## src/rtl/piso_sched.sv

```systemverilog
// Two-requester round-robin parallel-to-serial scheduler.
// Each granted word goes out LSB first, one bit per DIV clocks, followed by one idle gap cycle.
module piso_sched #(
  parameter int WIDTH = 4,
  parameter int DIV   = 1
) (
  input  logic             clk,
  input  logic             rst,
  input  logic             req0_valid,
  input  logic [WIDTH-1:0] req0_data,
  output logic             req0_ready,
  input  logic             req1_valid,
  input  logic [WIDTH-1:0] req1_data,
  output logic             req1_ready,
  output logic             sout,
  output logic             sout_valid,
  output logic             src,
  output logic             done
);

  localparam int BW = $clog2(WIDTH + 1);
  localparam int PW = $clog2(DIV + 1);
  localparam logic [BW-1:0] BIT_LAST = BW'(WIDTH - 1);
  localparam logic [PW-1:0] PRE_LAST = PW'(DIV - 1);

  typedef enum logic [1:0] {
    IDLE  = 2'd0,
    SHIFT = 2'd1,
    GAP   = 2'd2
  } state_t;

  state_t           state_reg, state_next;
  logic [WIDTH-1:0] shreg_reg, shreg_next;
  logic [BW-1:0]    bit_reg, bit_next;
  logic [PW-1:0]    pre_reg, pre_next;
  logic             ptr_reg, ptr_next;
  logic             src_reg, src_next;

  logic [1:0]       valid_vec;
  logic [1:0]       ready_vec;
  logic             grant;
  logic             handshake;
  logic [WIDTH-1:0] grant_data;
  logic             in_shift;
  logic             last_tick;

  assign valid_vec = {req1_valid, req0_valid};

  // With both requesting the pointer decides; a lone requester always wins.
  always_comb begin
    grant = 1'b0;
    if (valid_vec == 2'b11) begin
      grant = ptr_reg;
    end else begin
      grant = valid_vec[1];
    end
  end

  generate
    for (genvar gi = 0; gi < 2; gi++) begin : g_ready
      localparam logic ID = 1'(gi);
      assign ready_vec[gi] = (state_reg == IDLE) && !rst && valid_vec[gi] && (grant == ID);
    end
  endgenerate

  assign req0_ready = ready_vec[0];
  assign req1_ready = ready_vec[1];
  assign handshake  = |ready_vec;
  assign grant_data = grant ? req1_data : req0_data;

  // Outputs are forced low during the reset cycle even if a frame is still registered.
  assign in_shift   = (state_reg == SHIFT) && !rst;
  assign last_tick  = (bit_reg == BIT_LAST) && (pre_reg == PRE_LAST);
  assign sout       = in_shift && shreg_reg[0];
  assign sout_valid = in_shift;
  assign done       = in_shift && last_tick;
  assign src        = src_reg;

  always_comb begin
    state_next = state_reg;
    shreg_next = shreg_reg;
    bit_next   = bit_reg;
    pre_next   = pre_reg;
    ptr_next   = ptr_reg;
    src_next   = src_reg;
    case (state_reg)
      IDLE: begin
        if (handshake) begin
          state_next = SHIFT;
          shreg_next = grant_data;
          bit_next   = '0;
          pre_next   = '0;
          src_next   = grant;
          ptr_next   = ~grant;
        end
      end
      SHIFT: begin
        if (pre_reg == PRE_LAST) begin
          pre_next   = '0;
          shreg_next = shreg_reg >> 1;
          bit_next   = bit_reg + BW'(1);
          if (bit_reg == BIT_LAST) begin
            state_next = GAP;
          end
        end else begin
          pre_next = pre_reg + PW'(1);
        end
      end
      GAP: begin
        state_next = IDLE;
      end
      default: begin
        state_next = IDLE;
      end
    endcase
  end

  always_ff @(posedge clk) begin
    if (rst) begin
      state_reg <= IDLE;
      shreg_reg <= '0;
      bit_reg   <= '0;
      pre_reg   <= '0;
      ptr_reg   <= 1'b0;
      src_reg   <= 1'b0;
    end else begin
      state_reg <= state_next;
      shreg_reg <= shreg_next;
      bit_reg   <= bit_next;
      pre_reg   <= pre_next;
      ptr_reg   <= ptr_next;
      src_reg   <= src_next;
    end
  end

endmodule
```

## config.mk

```make
export PLATFORM = sky130hd
export DESIGN_NAME = piso_sched
export DESIGN_NICKNAME = d
export VERILOG_FILES = /design/src/rtl/piso_sched.sv
export SDC_FILE = /design/constraint.sdc
export NUM_CORES = 1
export LEC_CHECK = 0
export ABC_CLOCK_PERIOD_IN_PS = 1400
export CAP_MARGIN = 10
export CORE_MARGIN = 2
export CORE_UTILIZATION = 40
export CTS_BUF_LIST = sky130_fd_sc_hd__clkbuf_4
export DETAILED_ROUTE_END_ITERATION = 10
export HOLD_SLACK_MARGIN = 0.02
export PLACE_DENSITY = 0.78
export SYNTH_ARGS = -nofsm -noshare
export SYNTH_HDL_FRONTEND = slang
export SYNTH_SLANG_ARGS = --single-unit
export TNS_END_PERCENT = 100
```

## constraint.sdc

```tcl
create_clock -name clk -period 1.4 [get_ports clk]
set_input_delay 0.28 -clock clk [delete_from_list [all_inputs] [get_ports clk]]
set_output_delay 0.28 -clock clk [all_outputs]
set_load 0.02 [all_outputs]
```

==> impl_metrics.env, run 1 <==
export IMPL_status="complete, but fails checks"
export IMPL_violations="setup timing"
export IMPL_crit_arrival_ns=1.16
export IMPL_grt_max_degree=7
export IMPL_clock_sinks=11
export IMPL_dp_slack_ns=-0.653
export IMPL_dpl_hpwl_um=998
export IMPL_num_rows=13
export IMPL_ant_nets=0
export IMPL_ys_seq_elements=11
export IMPL_drv_slew=0
export IMPL_cts_tree="yes"
export IMPL_cp_max_fo=4
export IMPL_antenna_found_initial=0
export IMPL_num_vias=599
export IMPL_routabilityCongestion=0.780
export IMPL_fin_crit_ns=1.44
export IMPL_seqPwrFrac=0.448
export IMPL_yosysSeqAreaShare=0.418
export IMPL_slew_limit_headroom=0.763
export IMPL_critPathMaxStageDelay_ns=0.38
export IMPL_grt_pass1_vias=530
export IMPL_final_cell_mix="buf_4, clkdlybuf4s50_1, nor2_1"
export IMPL_power_switching_uw=203
export IMPL_port_buffers=17
export IMPL_critical_path_endpoint_type="output pin"
export IMPL_ctsHtreeMaxLevel=1
export IMPL_power_frac_comb=0.244
export IMPL_coreArea_um2=1270
export IMPL_drt_initial_drc_count=6
export IMPL_placedCellCount=105
export IMPL_synth_cells=60
export IMPL_fp_dieH_um=40.3
export IMPL_setup_tns_ns=-0.105
export IMPL_setup_worst_path_start_class="register"
export IMPL_worstSetupPathType="register to output pin"
export IMPL_tightest_slew_ns=0.353
export IMPL_vdd_drop_max_mv=0.569
export IMPL_postSynthAreaPerCell_um2=8.78
export IMPL_synthesis_nets=74
export IMPL_final_common_cell="buf_4"
export IMPL_wl_per_cell_um=12.8
export IMPL_numCtsBuffers=3
export IMPL_fillers=94
export IMPL_drive_gt1_frac=0.465
export IMPL_yosysWarningCount=0
export IMPL_fin_hold_ws_ns=0.451
export IMPL_clk_latency_ns=0.27
export IMPL_diodes=0
export IMPL_hold_violations=0
export IMPL_ios=18
export IMPL_fin_nets=114
export IMPL_cell_internal_pwr_uw=573
export IMPL_hold_buffers=0
export IMPL_fmax_ghz=0.696
export IMPL_largest_reg_flops=4
export IMPL_period_share=1.03
export IMPL_cp_required_ns=1.12
export IMPL_crit_chain="nand2b_4 -> nor2_4 -> and2_1 -> buf_4"
export IMPL_drv_cap=0
export IMPL_via_per_inst=5.25
export IMPL_clock_power_share=0.308
export IMPL_setup_ws_ns=-0.0359
export IMPL_synth_cell_type_count=25
export IMPL_cts_root_buffer="clkbuf_4"
export IMPL_leakage_uw=0.000425
export IMPL_p_per_area_nw_per_um2=812
export IMPL_drtPass1Iterations=4
export IMPL_die_w_um=40.3
export IMPL_switching_share=0.262
export IMPL_hold_path_class="register to register"
export IMPL_die_area_um2=1620
export IMPL_rsz0062_at_grt="yes"
export IMPL_start_util=0.415
export IMPL_finalClockSkew_ns=0.00537
export IMPL_clk_path_buf_depth=2
export IMPL_slowest_stage="dfxtp_2"
export IMPL_grt_use_total=0.201
export IMPL_synthToLayoutAreaGrowth_pct=81.2
export IMPL_setup_viol=4
export IMPL_grt_first_pass_wirelength_um=2150
export IMPL_p_total_uw=776
export IMPL_netlist_area_um2=527
export IMPL_final_cell_count_no_fill=114
export IMPL_drc=0
export IMPL_path_clk_slew_ns=0.07
export IMPL_gr_total_overflow=0
export IMPL_drt_wl_total_um=1450
## per-layer routing
layer	vias up	wire, um	track usage	share of wire
li1	296	-	-	-
met1	280	644	0.249	0.44
met2	21	718	0.323	0.49
met3	2	84	0.100	0.058
met4	0	7	0.0250	0.0048
met5	-	0	0	0
## critical path, delay by kind of cell, from the launching register on
| family | cells | cell delay [ns] |
|---|---|---|
| buffers and inverters | 1 | 0.15 |
| AND/OR/NAND/NOR | 3 | 0.36 |
| flip-flops | 1 | 0.38 |
## cells by family (layout without fill, tap and decap cells)
family                     after synthesis  after routing  share of synthesized area
AOI/OAI and AO/OA                       17             17                      0.211
adders and majority gates                2              2                     0.0475
buffers and inverters                    2             41                     0.0142
DFF                                     11             11                      0.418
muxes                                    3              3                     0.0570
and+or+nand+nor                         25             25                      0.252
## power by group through the flow
stage	combinational (uW)	sequential [uW]	clock (uW)
3_3_place_gp	158	349	0
3_5_place_dp	163	349	0
2_1_floorplan	66.1	351	0
6_report	189	347	239
5_1_grt	205	349	264
4_1_cts	175	346	248
## cells in the mapped netlist
cell,n,share of area
and2_1,3,0.036
nor3_1,1,0.0095
nor3_2,1,0.019
nor2b_1,1,0.012
or2_1,1,0.012
a21oi_1,4,0.038
dfxtp_1,11,0.42
nand2_1,4,0.028
nor2b_2,1,0.017
a311oi_1,1,0.017
clkbuf_1,1,0.0071
o21ai_1,1,0.0095
a32oi_1,1,0.017
o21ba_2,1,0.019
o21ai_0,4,0.038
or4_1,1,0.014
and3_1,2,0.024
nand2b_1,2,0.024
mux2i_1,3,0.057
ha_1,2,0.047
nor2_1,8,0.057
a31o_2,1,0.017
inv_1,1,0.0071
a211oi_1,1,0.014
a22oi_1,3,0.043
## metrics by stage
step | instance area, um2 | utilization
floorplan | 529 | -
global placement | 820 | 0.646
detailed placement | 820 | 0.646
CTS | 917 | 0.723
global route | 955 | 0.752
finish | 955 | 0.752
## path summary, 6_finish.rpt
kind | endpoint | slack (ns) | depth (start not counted) | startpoint
max | sout | -0.04 | 4 | state_reg[1]
min | shreg_reg[1] | 0.45 | 2 | shreg_reg[1]
max reg2reg | shreg_reg[1] | 0.15 | 4 | state_reg[0]
min reg2reg | shreg_reg[1] | 0.45 | 2 | shreg_reg[1]
## layout make-up
class	instances	area [um2]	area share
Multi-Input combinational cell	47	373	0.391
Tap cell	15	18.8	0.0197
Timing Repair Buffer	36	300	0.315
Sequential cell	11	229	0.240
Inverter	1	3.75	0.00393
Clock buffer	4	30.0	0.0315
## what timing repair did
action | 4_1_cts | 5_1_grt
resized for setup | 42 | 9
setup endpoints to repair | 6 | 8
setup buffers | 4 | 2
pin swaps | 3 | 4
Power figures use the tool's default switching activity.
==> inputs of run 2 (changes only) <==
--- a/config.mk
+++ b/config.mk
@@ -13,6 +13,7 @@
 export DETAILED_ROUTE_END_ITERATION = 10
 export HOLD_SLACK_MARGIN = 0.02
 export PLACE_DENSITY = 0.78
+export SETUP_SLACK_MARGIN = 0.5
 export SYNTH_ARGS = -nofsm -noshare
 export SYNTH_HDL_FRONTEND = slang
 export SYNTH_SLANG_ARGS = --single-unit
==> impl_metrics.env, run 2 (synthesized netlist as in run 1, its figures left out) <==
export IMPL_cts_root_buffer="clkbuf_4"
export IMPL_drt_initial_drc_count=6
export IMPL_final_cell_mix="buf_4, buf_6, clkdlybuf4s50_1"
export IMPL_crit_top_cell="ha_4"
export IMPL_dpl_hpwl_um=1020
export IMPL_status="complete, but fails checks"
export IMPL_slew_limit_headroom=0.842
export IMPL_numCtsBuffers=3
export IMPL_antenna_found_initial=0
export IMPL_place_area_um2=906
export IMPL_routabilityCongestion=0.785
export IMPL_cts_tree="yes"
export IMPL_die_w_um=40.3
export IMPL_port_buffers=17
export IMPL_drt_wl_total_um=1570
export IMPL_fmax_ghz=0.671
export IMPL_worstSetupPathType="register to output pin"
export IMPL_clk_latency_ns=0.28
export IMPL_drv_slew=0
export IMPL_grt_pass1_vias=511
export IMPL_period_share=1.07
export IMPL_ant_nets=0
export IMPL_rsz0062_at_grt="yes"
export IMPL_hold_violations=0
export IMPL_ios=18
export IMPL_drv_cap=0
export IMPL_drive_gt1_frac=0.598
export IMPL_num_vias=575
export IMPL_grt_use_total=0.243
export IMPL_slowest_stage="dfxtp_2"
export IMPL_setup_viol=4
export IMPL_cp_required_ns=1.12
export IMPL_fin_nets=112
export IMPL_crit_chain="ha_4 -> ha_4 -> and2_4 -> buf_6"
export IMPL_synthToLayoutAreaGrowth_pct=101
export IMPL_p_per_area_nw_per_um2=778
export IMPL_crit_arrival_ns=1.21
export IMPL_wl_per_cell_um=14.0
export IMPL_grt_max_degree=7
export IMPL_drc=0
export IMPL_largest_reg_flops=4
export IMPL_gr_total_overflow=0
export IMPL_final_util=0.833
export IMPL_via_per_inst=5.13
export IMPL_die_area_um2=1620
export IMPL_critical_path_endpoint_type="output pin"
export IMPL_critPathMaxStageDelay_ns=0.34
export IMPL_fp_dieH_um=40.3
export IMPL_finish_instance_area_um2=1060
export IMPL_path_clk_slew_ns=0.08
export IMPL_violations="setup timing"
export IMPL_drtPass1Iterations=4
export IMPL_grt_first_pass_wirelength_um=2440
export IMPL_start_util=0.415
export IMPL_r2r_setup_slack_ns=0.16
export IMPL_setup_worst_path_start_class="register"
export IMPL_coreArea_um2=1270
export IMPL_fin_crit_ns=1.49
export IMPL_diodes=0
export IMPL_cp_max_fo=2
export IMPL_clock_sinks=11
export IMPL_finalClockSkew_ns=0.00365
export IMPL_hold_path_class="register to register"
export IMPL_vdd_drop_max_mv=0.451
export IMPL_ctsHtreeMaxLevel=1
export IMPL_num_rows=13
export IMPL_tightest_slew_ns=0.235
export IMPL_clk_path_buf_depth=2
export IMPL_leakage_uw=0.000440
export IMPL_final_common_cell="buf_4"
export IMPL_setup_ws_ns=-0.0911
[run 2: worst max-delay path, delay by kind of cell (launching register included)]
family                   cells  cell delay (ns)
buffers and inverters        1             0.12
adder cells (fa/ha/maj)      2             0.33
flip-flops                   1             0.34
AND/OR/NAND/NOR              1             0.15
[run 2: through the flow]
| stage | setup WS (ns) | power, uW | setup TNS (ns) | instances | hold slack (ns) |
|---|---|---|---|---|---|
| final | -0.0911 | 822 | -0.290 | 112 | 0.466 |
| after floorplan | 0.219 | 440 | 0 | 60 | 0.394 |
| after CTS | -0.0795 | 813 | -0.291 | 112 | 0.470 |
| after global routing | -0.136 | 862 | -0.523 | 112 | 0.484 |
| after global placement | -0.645 | 531 | -4.89 | 105 | 0.438 |
| after detailed placement | -0.686 | 534 | -5.13 | 105 | 0.447 |
[run 2: repair_timing]
item / CTS / global route
pin swaps: 18 / 5
hold buffers: 0 / 0
gates resized for setup: 61 / 2
setup buffers: 3 / 0
setup endpoints to repair: 17 / 17
[run 2: worst paths after layout]
kind,from,end,cells past startpoint
max,bit_reg[1],done,4
min reg2reg,shreg_reg[1],shreg_reg[1],2
max reg2reg,state_reg[0],shreg_reg[1],4
min,shreg_reg[1],shreg_reg[1],2
[run 2: power breakdown]
group | total (uW) | switching, uW | internal [uW]
combinational | 225 | 94.2 | 131
sequential | 347 | 16.7 | 330
clock | 250 | 120 | 130
total | 822 | 231 | 591
[run 2: cell type report]
class,instances,area (um2)
timing repair buffer,34,314
inverter,1,3.75
multi-input combinational,47,459
fill,77,211
sequential,11,231
clock buffer,4,30.0
tap,15,18.8
[run 2: layer usage]
metal | track usage | wire length, um | up-vias
li1 | - | - | 290
met1 | 0.298 | 684 | 266
met2 | 0.387 | 807 | 15
met3 | 0.0833 | 62 | 4
met4 | 0.100 | 15 | 0
met5 | 0 | 0 | -
==> inputs of run 3 (changes only) <==
--- a/config.mk
+++ b/config.mk
@@ -7,12 +7,13 @@
 export LEC_CHECK = 0
 export ABC_CLOCK_PERIOD_IN_PS = 1400
 export CAP_MARGIN = 10
-export CORE_MARGIN = 2
-export CORE_UTILIZATION = 40
+export CORE_AREA = 5 5 42 44
 export CTS_BUF_LIST = sky130_fd_sc_hd__clkbuf_4
 export DETAILED_ROUTE_END_ITERATION = 10
+export DIE_AREA = 0 0 47 49
 export HOLD_SLACK_MARGIN = 0.02
-export PLACE_DENSITY = 0.78
+export PLACE_DENSITY = 0.77
+export REMOVE_ABC_BUFFERS = 1
 export SETUP_SLACK_MARGIN = 0.5
 export SYNTH_ARGS = -nofsm -noshare
 export SYNTH_HDL_FRONTEND = slang
==> impl_metrics.env, run 3 (synthesized netlist as in run 1, its figures left out) <==
export IMPL_numCtsBuffers=3
export IMPL_cp_required_ns=1.12
export IMPL_clk_latency_ns=0.29
export IMPL_drc=0
export IMPL_setup_tns_ns=-0.580
export IMPL_critical_path_endpoint_type="output pin"
export IMPL_routabilityCongestion=0.806
export IMPL_fin_nets=119
export IMPL_num_rows=14
export IMPL_via_per_inst=5.49
export IMPL_dpl_hpwl_um=1050
export IMPL_drv_cap=0
export IMPL_place_area_um2=811
export IMPL_fmax_ghz=0.648
export IMPL_power_frac_comb=0.276
export IMPL_clk_path_buf_depth=2
export IMPL_final_common_cell="buf_4"
export IMPL_finish_instance_area_um2=1090
export IMPL_finalClockSkew_ns=0.00829
export IMPL_grt_pass1_vias=666
export IMPL_slew_limit_headroom=0.767
export IMPL_grt_max_degree=7
export IMPL_cts_root_buffer="clkbuf_4"
export IMPL_drtPass1Iterations=4
export IMPL_hold_buffers=0
export IMPL_grt_first_pass_wirelength_um=2810
export IMPL_worstSetupPathType="register to output pin"
export IMPL_crit_arrival_ns=1.26
export IMPL_setup_worst_path_start_class="register"
export IMPL_coreArea_um2=1400
export IMPL_final_cell_mix="buf_4, buf_6, clkdlybuf4s50_1"
export IMPL_largest_reg_flops=4
export IMPL_drt_initial_drc_count=18
export IMPL_ios=18
export IMPL_gr_total_overflow=0
export IMPL_antenna_found_initial=0
export IMPL_rsz0062_at_grt="yes"
export IMPL_period_share=1.10
export IMPL_fp_dieH_um=49
export IMPL_wl_per_cell_um=17.6
export IMPL_setup_viol=7
export IMPL_drt_wl_total_um=2110
export IMPL_p_per_area_nw_per_um2=764
export IMPL_hold_violations=0
export IMPL_seqPwrFrac=0.421
export IMPL_hold_path_class="register to register"
export IMPL_cts_tree="yes"
export IMPL_violations="setup timing"
export IMPL_setup_ws_ns=-0.143
export IMPL_die_w_um=47
export IMPL_drv_slew=0
export IMPL_ctsHtreeMaxLevel=1
export IMPL_cp_max_fo=3
export IMPL_path_clk_slew_ns=0.07
export IMPL_drive_gt1_frac=0.596
export IMPL_grt_use_total=0.172
export IMPL_die_area_um2=2300
export IMPL_cell_internal_pwr_uw=593
export IMPL_diodes=0
export IMPL_tightest_slew_ns=0.346
export IMPL_clock_sinks=11
export IMPL_leakage_uw=0.000471
export IMPL_vdd_drop_max_mv=0.531
export IMPL_start_util=0.376
export IMPL_fin_hold_ws_ns=0.481
export IMPL_fin_crit_ns=1.54
export IMPL_port_buffers=17
export IMPL_status="complete, but fails checks"
export IMPL_clock_power_share=0.303
export IMPL_synthToLayoutAreaGrowth_pct=106
export IMPL_power_switching_uw=237
export IMPL_switching_share=0.286
export IMPL_num_vias=659
export IMPL_ant_nets=0
## run 3: cell count changes in the layout (fill, tap and decap cells not counted), sizes merged
cell,delta
clkdlybuf4s15,-1
buf,+7
dlygate4sd2,+1
## run 3: layout make-up
cell class	instances	area (um2)
fill	78	315
tap	16	20.0
multi-input combinational	47	428
inverter	1	3.75
sequential	11	228
timing repair buffer	41	377
clock buffer	4	30.0
## run 3: per-layer routing
layer / up-vias / wire length, um / global-route usage / share of wire
met5: - / 0 / 0 / 0
met4: 0 / 64 / 0.0922 / 0.030
met3: 9 / 171 / 0.0627 / 0.081
met2: 34 / 1160 / 0.292 / 0.55
met1: 309 / 713 / 0.171 / 0.34
li1: 307 / - / - / -
## run 3: critical path, cell delays in order, from the launching register on
cell	delay [ns]
dfxtp_2	0.32
buf_6	0.12
nor3_4	0.21
and3_4	0.22
buf_6	0.11
## run 3: through the flow
step	power [uW]	utilization	instances	worst slack (ns)
after detailed placement	506	0.579	105	-0.676
final	830	0.775	120	-0.143
after global placement	502	0.579	105	-0.651
after global routing	867	0.775	120	-0.193
after floorplan	413	-	59	-0.104
after CTS	782	0.713	115	-0.0996
## run 3: what timing repair did
item | CTS | global route
setup buffers | 6 | 5
hold endpoints to repair | 0 | 0
setup endpoints to repair | 17 | 17
pin swaps | 12 | 13
gates resized for setup | 68 | 11
## run 3: path summary, 6_finish.rpt
| path | to | depth (start not counted) | slack (ns) | from |
|---|---|---|---|---|
| worst max register to register | shreg_reg[0] | 7 | -0.04 | state_reg[0] |
| worst min-delay path | shreg_reg[1] | 2 | 0.48 | shreg_reg[1] |
| worst min register to register | shreg_reg[1] | 2 | 0.48 | shreg_reg[1] |
| worst max-delay path | req1_ready | 4 | -0.14 | state_reg[1] |
## run 3: power groups by stage
stage	Clock (uW)	Sequential [uW]	Combinational [uW]
floorplan	0	351	62.1
global placement	0	349	153
detailed placement	0	350	156
CTS	240	347	195
global route	272	351	244
finish	251	350	229
